### src/rtl/clock_core_rpt_pkg.sv
// Shared mode encodings, BCD limits and BCD field arithmetic for the clock core.
package clock_core_rpt_pkg;
   typedef enum logic [1:0] {
      MODE_RUN   = 2'b00,
      MODE_SET_H = 2'b01,
      MODE_SET_M = 2'b10,
      MODE_SET_S = 2'b11
   } mode_e;

   localparam logic [7:0] BCD_HMAX  = 8'h23;
   localparam logic [7:0] BCD_MSMAX = 8'h59;

   function automatic logic [7:0] bcd_inc(input logic [7:0] v, input logic [7:0] max);
      if (v == max)          return 8'h00;
      if (v[3:0] == 4'd9)    return {v[7:4] + 4'd1, 4'd0};
      return v + 8'd1;
   endfunction

   function automatic logic [7:0] bcd_dec(input logic [7:0] v, input logic [7:0] max);
      if (v == 8'h00)        return max;
      if (v[3:0] == 4'd0)    return {v[7:4] - 4'd1, 4'd9};
      return v - 8'd1;
   endfunction

   // One set-mode step of a field; inc has priority, both are pre-qualified by the caller.
   function automatic logic [7:0] bcd_step(input logic [7:0] v, input logic [7:0] max,
                                           input logic inc, input logic dec);
      if (inc) return bcd_inc(v, max);
      if (dec) return bcd_dec(v, max);
      return v;
   endfunction

   // 24-hour BCD hour -> {pm, 12-hour BCD hour}.
   function automatic logic [8:0] hour12(input logic [7:0] h);
      logic [4:0] b, r;
      logic       pm;
      b  = 5'(h[7:4]) * 5'd10 + 5'(h[3:0]);
      pm = (b >= 5'd12);
      if (b == 5'd0)       r = 5'd12;
      else if (b > 5'd12)  r = b - 5'd12;
      else                 r = b;
      return (r >= 5'd10) ? {pm, 4'd1, 4'(r - 5'd10)} : {pm, 4'd0, r[3:0]};
   endfunction
endpackage

### src/rtl/clock_core_rpt_if.sv
// Key inputs and display outputs of the clock core, bundled as one port.
interface clock_core_rpt_if;
   import clock_core_rpt_pkg::*;
   logic       mode_btn, inc_btn, dec_btn, fmt12;
   mode_e      mode;
   logic [7:0] hour_bcd, min_bcd, sec_bcd;
   logic       pm, tick;

   modport master (output mode_btn, inc_btn, dec_btn, fmt12,
                   input  mode, hour_bcd, min_bcd, sec_bcd, pm, tick);
   modport slave  (input  mode_btn, inc_btn, dec_btn, fmt12,
                   output mode, hour_bcd, min_bcd, sec_bcd, pm, tick);
endinterface

### src/rtl/btn_repeat.sv
// Active-low key: synchroniser, press-edge detect and optional hold-to-repeat step pulses.
module btn_repeat #(
   parameter bit REPEAT_EN  = 1'b1,
   parameter int REPEAT_DLY = 500_000,
   parameter int REPEAT_PER = 250_000,
   parameter int SYNC_STG   = 2
) (
   input  logic clk,
   input  logic reset,
   input  logic btn_n,
   input  logic clr,
   output logic step,
   output logic held
);
   localparam int CW = $clog2(REPEAT_DLY + 1);

   logic [SYNC_STG-1:0] r_sync;
   logic                r_prev, r_arm, r_late;
   logic [CW-1:0]       r_cnt;
   logic                w_lvl, w_edge, w_hit;

   assign w_lvl  = r_sync[SYNC_STG-1];
   assign w_edge = r_prev & ~w_lvl;
   assign w_hit  = r_late ? (r_cnt == CW'(REPEAT_PER)) : (r_cnt == CW'(REPEAT_DLY));
   assign step   = w_edge | (REPEAT_EN & r_arm & w_hit);
   assign held   = ~w_lvl;

   // r_cnt holds cycles since the last step; a cleared key stays disarmed until a new edge.
   always_ff @(posedge clk or negedge reset) begin
      if (!reset) begin
         r_sync <= '1;
         r_prev <= 1'b1;
         r_arm  <= 1'b0;
         r_late <= 1'b0;
         r_cnt  <= '0;
      end else begin
         r_sync <= {r_sync[SYNC_STG-2:0], btn_n};
         r_prev <= w_lvl;
         if (clr || w_lvl) begin
            r_arm  <= 1'b0;
            r_late <= 1'b0;
            r_cnt  <= '0;
         end else if (w_edge) begin
            r_arm  <= 1'b1;
            r_late <= 1'b0;
            r_cnt  <= CW'(1);
         end else if (r_arm) begin
            if (w_hit) begin
               r_late <= 1'b1;
               r_cnt  <= CW'(1);
            end else begin
               r_cnt  <= r_cnt + 1'b1;
            end
         end
      end
   end
endmodule

### src/rtl/clock_core_rpt.sv
// Digital clock core: set-mode FSM, 1-s prescaler, BCD hh:mm:ss and 12/24-hour display.
module clock_core_rpt
   import clock_core_rpt_pkg::*;
#(
   parameter int TICK_DIV   = 1_000_000,
   parameter int REPEAT_DLY = 500_000,
   parameter int REPEAT_PER = 250_000,
   parameter int SYNC_STG   = 2
) (
   input  logic              clk,
   input  logic              reset,
   clock_core_rpt_if.slave   bus
);
   localparam int PW = $clog2(TICK_DIV);

   mode_e        r_mode, w_mode_nxt;
   logic [PW-1:0] r_pre;
   logic [7:0]   r_hour, r_min, r_sec;
   logic         r_tick;
   logic         w_mode_step, w_inc_step, w_dec_step, w_inc_held, w_dec_held;
   logic         w_unused_mode_held;
   logic         w_clr, w_inc_act, w_dec_act, w_tick_now;
   logic         w_run, w_set_h, w_set_m, w_set_s;
   logic [8:0]   w_h12;

   btn_repeat #(.REPEAT_EN(1'b0), .REPEAT_DLY(REPEAT_DLY), .REPEAT_PER(REPEAT_PER), .SYNC_STG(SYNC_STG))
      u_mode (.clk(clk), .reset(reset), .btn_n(bus.mode_btn), .clr(1'b0),
              .step(w_mode_step), .held(w_unused_mode_held));
   btn_repeat #(.REPEAT_EN(1'b1), .REPEAT_DLY(REPEAT_DLY), .REPEAT_PER(REPEAT_PER), .SYNC_STG(SYNC_STG))
      u_inc  (.clk(clk), .reset(reset), .btn_n(bus.inc_btn), .clr(w_clr),
              .step(w_inc_step), .held(w_inc_held));
   btn_repeat #(.REPEAT_EN(1'b1), .REPEAT_DLY(REPEAT_DLY), .REPEAT_PER(REPEAT_PER), .SYNC_STG(SYNC_STG))
      u_dec  (.clk(clk), .reset(reset), .btn_n(bus.dec_btn), .clr(w_clr),
              .step(w_dec_step), .held(w_dec_held));

   // Chords and mode changes disarm inc/dec so a held key needs a fresh press.
   assign w_clr      = w_mode_step | (w_inc_held & w_dec_held);
   assign w_inc_act  = w_inc_step & ~w_dec_held & ~w_mode_step;
   assign w_dec_act  = w_dec_step & ~w_inc_held & ~w_mode_step;
   assign w_tick_now = w_run && (r_pre == PW'(TICK_DIV - 1));

   always_ff @(posedge clk or negedge reset) begin
      if (!reset) r_mode <= MODE_RUN;
      else        r_mode <= w_mode_nxt;
   end

   always_comb begin
      w_mode_nxt = r_mode;
      if (w_mode_step) begin
         case (r_mode)
            MODE_RUN:   w_mode_nxt = MODE_SET_H;
            MODE_SET_H: w_mode_nxt = MODE_SET_M;
            MODE_SET_M: w_mode_nxt = MODE_SET_S;
            default:    w_mode_nxt = MODE_RUN;
         endcase
      end
   end

   always_comb begin
      w_run   = 1'b0;
      w_set_h = 1'b0;
      w_set_m = 1'b0;
      w_set_s = 1'b0;
      case (r_mode)
         MODE_RUN:   w_run   = 1'b1;
         MODE_SET_H: w_set_h = 1'b1;
         MODE_SET_M: w_set_m = 1'b1;
         default:    w_set_s = 1'b1;
      endcase
   end

   always_ff @(posedge clk or negedge reset) begin
      if (!reset) begin
         r_pre  <= '0;
         r_tick <= 1'b0;
         r_hour <= 8'h00;
         r_min  <= 8'h00;
         r_sec  <= 8'h00;
      end else begin
         r_tick <= w_tick_now;
         r_pre  <= (!w_run || w_tick_now) ? '0 : r_pre + 1'b1;
         if (w_tick_now) begin
            r_sec <= bcd_inc(r_sec, BCD_MSMAX);
            if (r_sec == BCD_MSMAX) begin
               r_min <= bcd_inc(r_min, BCD_MSMAX);
               if (r_min == BCD_MSMAX) r_hour <= bcd_inc(r_hour, BCD_HMAX);
            end
         end
         if (w_set_h) r_hour <= bcd_step(r_hour, BCD_HMAX,  w_inc_act, w_dec_act);
         if (w_set_m) r_min  <= bcd_step(r_min,  BCD_MSMAX, w_inc_act, w_dec_act);
         if (w_set_s) r_sec  <= bcd_step(r_sec,  BCD_MSMAX, w_inc_act, w_dec_act);
      end
   end

   assign w_h12        = hour12(r_hour);
   assign bus.mode     = r_mode;
   assign bus.min_bcd  = r_min;
   assign bus.sec_bcd  = r_sec;
   assign bus.tick     = r_tick;
   assign bus.hour_bcd = bus.fmt12 ? w_h12[7:0] : r_hour;
   assign bus.pm       = bus.fmt12 & w_h12[8];
endmodule

### src/flat_wrapper.sv
// flat-port wrapper written by rule: the top's interface ports become plain ports
module clock_core_rpt_flat import clock_core_rpt_pkg::*;
#(
   parameter int TICK_DIV   = 1_000_000,
   parameter int REPEAT_DLY = 500_000,
   parameter int REPEAT_PER = 250_000,
   parameter int SYNC_STG   = 2
)
  (clk, reset, bus_mode_btn, bus_inc_btn, bus_dec_btn, bus_fmt12, bus_mode, bus_hour_bcd, bus_min_bcd, bus_sec_bcd, bus_pm, bus_tick);
  clock_core_rpt_if bus_i ();
  input  logic clk;
  input  logic reset;
  input wire logic [$bits(bus_i.mode_btn)-1:0] bus_mode_btn;
  input wire logic [$bits(bus_i.inc_btn)-1:0] bus_inc_btn;
  input wire logic [$bits(bus_i.dec_btn)-1:0] bus_dec_btn;
  input wire logic [$bits(bus_i.fmt12)-1:0] bus_fmt12;
  output wire logic [$bits(bus_i.mode)-1:0] bus_mode;
  output wire logic [$bits(bus_i.hour_bcd)-1:0] bus_hour_bcd;
  output wire logic [$bits(bus_i.min_bcd)-1:0] bus_min_bcd;
  output wire logic [$bits(bus_i.sec_bcd)-1:0] bus_sec_bcd;
  output wire logic [$bits(bus_i.pm)-1:0] bus_pm;
  output wire logic [$bits(bus_i.tick)-1:0] bus_tick;
  assign bus_i.mode_btn = bus_mode_btn;
  assign bus_i.inc_btn = bus_inc_btn;
  assign bus_i.dec_btn = bus_dec_btn;
  assign bus_i.fmt12 = bus_fmt12;
  assign bus_mode = bus_i.mode;
  assign bus_hour_bcd = bus_i.hour_bcd;
  assign bus_min_bcd = bus_i.min_bcd;
  assign bus_sec_bcd = bus_i.sec_bcd;
  assign bus_pm = bus_i.pm;
  assign bus_tick = bus_i.tick;
  clock_core_rpt #(.TICK_DIV(TICK_DIV), .REPEAT_DLY(REPEAT_DLY), .REPEAT_PER(REPEAT_PER), .SYNC_STG(SYNC_STG)) u_core (.clk(clk), .reset(reset), .bus(bus_i));
endmodule
### config.mk
export PLATFORM = sky130hd
export DESIGN_NAME = clock_core_rpt_flat
export DESIGN_NICKNAME = d
export VERILOG_FILES = /design/src/rtl/clock_core_rpt_pkg.sv /design/src/rtl/clock_core_rpt_if.sv /design/src/rtl/btn_repeat.sv /design/src/rtl/clock_core_rpt.sv /design/src/flat_wrapper.sv
export SDC_FILE = /design/constraint.sdc
export NUM_CORES = 1
export LEC_CHECK = 0
export BUFFER_PORTS_ARGS = -buffer_cell sky130_fd_sc_hd__buf_2
export CAP_MARGIN = 20
export CORE_MARGIN = 4
export CORE_UTILIZATION = 60
export DETAILED_ROUTE_END_ITERATION = 8
export PLACE_DENSITY = 0.74
export SLEW_MARGIN = 10
export SYNTH_ARGS = -nofsm -noshare
export SYNTH_HDL_FRONTEND = slang
export SYNTH_SLANG_ARGS = --single-unit
### constraint.sdc
create_clock -name clk -period 9 [get_ports clk]
set_input_delay 1.8 -clock clk [delete_from_list [all_inputs] [get_ports clk]]
set_output_delay 1.8 -clock clk [all_outputs]
set_load 0.01 [all_outputs]
==> out/metrics.cfg <==
[sta]
max_slew_margin_pct = 28.7
hold_ws_ns = 0.361
fmax_ghz = 0.169
layout_min_cycle_time_ns = 5.92
tightest_slew_ns = 1.06
hold_viol = 0
min_period_over_period_pct = 65.8
fin_skew_ns = 0.0108
setup_viol_count_final = 0
rsz0062_at_grt = no
tns_ns = 0
slew_violations = 0

[power_and_ir_drop]
pwr-share-comb_pct = 50.4
vdd_drop_max_mv = 0.232
clkPwrFrac_pct = 17.1
power_switching_uw = 770
p_int_uw = 982
seq_power_share_pct = 32.5
powerDensity_nw_per_um2 = 245
p_leak_nw = 2.95
swShare_pct = 43.9

[synth]
async_reset_ff_share_pct = 100
syn-num-nets = 816
syn_inst = 772
synth-edff-count = 0
synth_ff_type = dfrtp_1
synth_area_um2 = 6660
seq_area_frac_synth_pct = 37.0
yosysWarnings = 0
syn_avg_cell_area_um2 = 8.63
yosys.cell_types.count = 77
ys_ff_latch = 98

[floorplanning]
core_um2 = 10800
io_pins = 34
initial_core_util_pct = 61.4
die_area_um2 = 12800
rows = 38
die_x_um = 113
die_h_um = 113

[run_status]
outcome = complete, no violations

[detailed_routing]
viasPerCell = 6.33
vias = 5961
drtIter0Drc = 534
drc = 0
met1_length_mm = 6.80
first_pass_iters = 6
wl_per_cell_um = 16.7
wl_met2_mm = 7.69
route.top_layer_used = met4
finalWirelength_mm = 15.7
met3_length_um = 774
drtAntennaViolNets = 0

[critical_path]
critPathLaunchType = register
crit_slowest_cell = or4b_2
critPathRequiredTime_ns = 7.20
end_kind = output pin
cp_common_cell = ha_1
crit_arrival_ns = 4.12
startpoint = u_core.r_hour[4]
crit_path_max_fanout = 9
cp_num_buf_inv = 2
critPathMaxStageDelay_ns = 0.67
critPathKind = reg2out
crit_family = simple AND/OR/NAND/NOR gates
cp_cell_sequence = ha_1 -> ha_1 -> xor2_1 -> inv_1 -> ha_1 -> nor3b_1 -> or4b_2 -> o211a_1 -> a21boi_0 -> or2_2 -> a31oi_1 -> buf_2
reg2reg_from = u_core.u_dec.r_cnt[0]

[clock_tree]
cts.clk_slew.worst_paths_ns = 0.10
cts_hold_buffers = 0
cts_root_buf = clkbuf_8
cts_buffers = 9
htree_levels = 3
clk-insertion-delay-late_ns = 0.38
cts_tree = yes
post-cts-setup-buffer-count = 0
clock_path_buffers = 2
clock_sinks = 98
cts_resized = 0

[final_layout]
final_util_pct = 66.1
antenna_cells = 0
fin_nets = 841
final_area_um2 = 7160
final_layout_size_suffix_gt1_share_pct = 10.6
synthToLayoutAreaGrowth_pct = 7.57

[global_routing]
grt_max_degree = 82
grt_pass1_vias = 5822
grtUsageTotal_pct = 25.5
grt.overflow.total = 0
grt_pass1_wl_mm = 27.2
antenna_found_initial = 0

[place]
port_buffers = 33
place_area_um2 = 6930
gp_congestion = 0.964
hpwl_mm = 11.3

[hold_path]
min_from = u_core.u_dec.r_sync[0]
hold_path_class = reg2reg

[run]
max-cap-violations = 0

==> power by group through the flow <==
stage,combinational (mW),clock (mW),sequential [mW]
finish,0.883,0.299,0.570
global route,0.989,0.328,0.579
CTS,0.869,0.308,0.569
floorplan,0.640,0,0.559
global placement,0.820,0,0.571
detailed placement,0.862,0,0.577
==> Yosys cell counts (all sizes together), types with 6 or more instances <==
cell type | number | share of area [%]
nor4 | 12 | 1.4
nand3 | 47 | 3.5
nor3b | 6 | 0.68
clkbuf | 23 | 1.3
o21a | 6 | 0.68
or2 | 6 | 0.56
inv | 41 | 2.3
nor2 | 88 | 5.0
mux2i | 8 | 1.2
nor3 | 24 | 2.1
xor2 | 23 | 3.0
and2 | 6 | 0.56
or3 | 7 | 0.66
o21ai | 51 | 3.8
o31ai | 8 | 0.90
a31oi | 14 | 1.3
nor2b | 13 | 1.2
o211ai | 6 | 0.75
ha | 37 | 7.0
nand2 | 65 | 3.7
dfrtp | 89 | 33
dfstp | 9 | 3.6
or4 | 6 | 0.73
o22ai | 9 | 0.85
nand4 | 10 | 0.94
a21oi | 35 | 2.7
and3 | 8 | 0.75
xnor2 | 20 | 2.6
==> sequential cells by signal, indices dropped and copies added (netlist names), 2 cells and up <==
| signal | flops |
|---|---|
| u_core.bus.min_bcd | 8 |
| u_core.bus.mode | 2 |
| u_core.bus.sec_bcd | 8 |
| u_core.r_hour | 8 |
| u_core.r_pre | 20 |
| u_core.u_dec.r_cnt | 19 |
| u_core.u_dec.r_sync | 2 |
| u_core.u_inc.r_cnt | 19 |
| u_core.u_inc.r_sync | 2 |
| u_core.u_mode.r_sync | 2 |
==> per-layer routing <==
layer,GRT usage [%],vias up
li1,-,2862
met1,32.8,2841
met2,42.2,213
met3,3.74,45
met4,12.3,0
met5,0,-
==> stage by stage <==
| step | power, mW | instances | setup slack, ns |
|---|---|---|---|
| after floorplan | 1.20 | 772 | 3.90 |
| after global placement | 1.39 | 924 | 3.72 |
| after detailed placement | 1.44 | 924 | 3.61 |
| after CTS | 1.75 | 940 | 3.14 |
| after global routing | 1.90 | 942 | 2.86 |
| final | 1.75 | 942 | 3.08 |
==> logic make-up after synthesis <==
family                   Yosys count  synth area share, %
flip-flops                        98                 37.0
AO/OA/AOI/OAI                    186                 18.3
adder cells (fa/ha/maj)           38                 7.25
AND/OR/NAND/NOR                  328                 25.7
buffers and inverters             66                 3.85
multiplexers                      12                 1.88
XOR/XNOR                          44                 5.99
==> cell usage in the layout, fill, tap and decap left out, types with 21 or more instances in the layout <==
cell / count
a21oi_1: 34
nand2_1: 65
nor2_1: 88
dfrtp_1: 89
inv_1: 41
o21ai_0: 50
nor3_1: 21
nand3_1: 47
ha_1: 37
buf_2: 32
xor2_1: 23
==> cell type report <==
| cell class | count | area (um^2) |
|---|---|---|
| fillers | 936 | 3680 |
| inverters | 41 | 154 |
| clock inverters | 6 | 73.8 |
| clock buffers | 10 | 128 |
| multi-input cells | 608 | 3940 |
| well taps | 140 | 175 |
| repair buffers | 39 | 230 |
| flip-flops and latches | 98 | 2460 |
==> final timing paths <==
check,slack [ns],to,cells after the start
hold reg to reg,0.36,u_core.u_dec.r_sync[1],0
max in group asynchronous,6.78,u_core.u_mode.r_prev,3
setup reg to reg,5.32,u_core.r_hour[7],9
setup / recovery,3.08,bus_hour_bcd[2],12
min in group asynchronous,1.29,u_core.bus.min_bcd[2],1
hold / removal,0.36,u_core.u_dec.r_sync[1],0
Note: power is estimated with default switching activity, not from simulation.
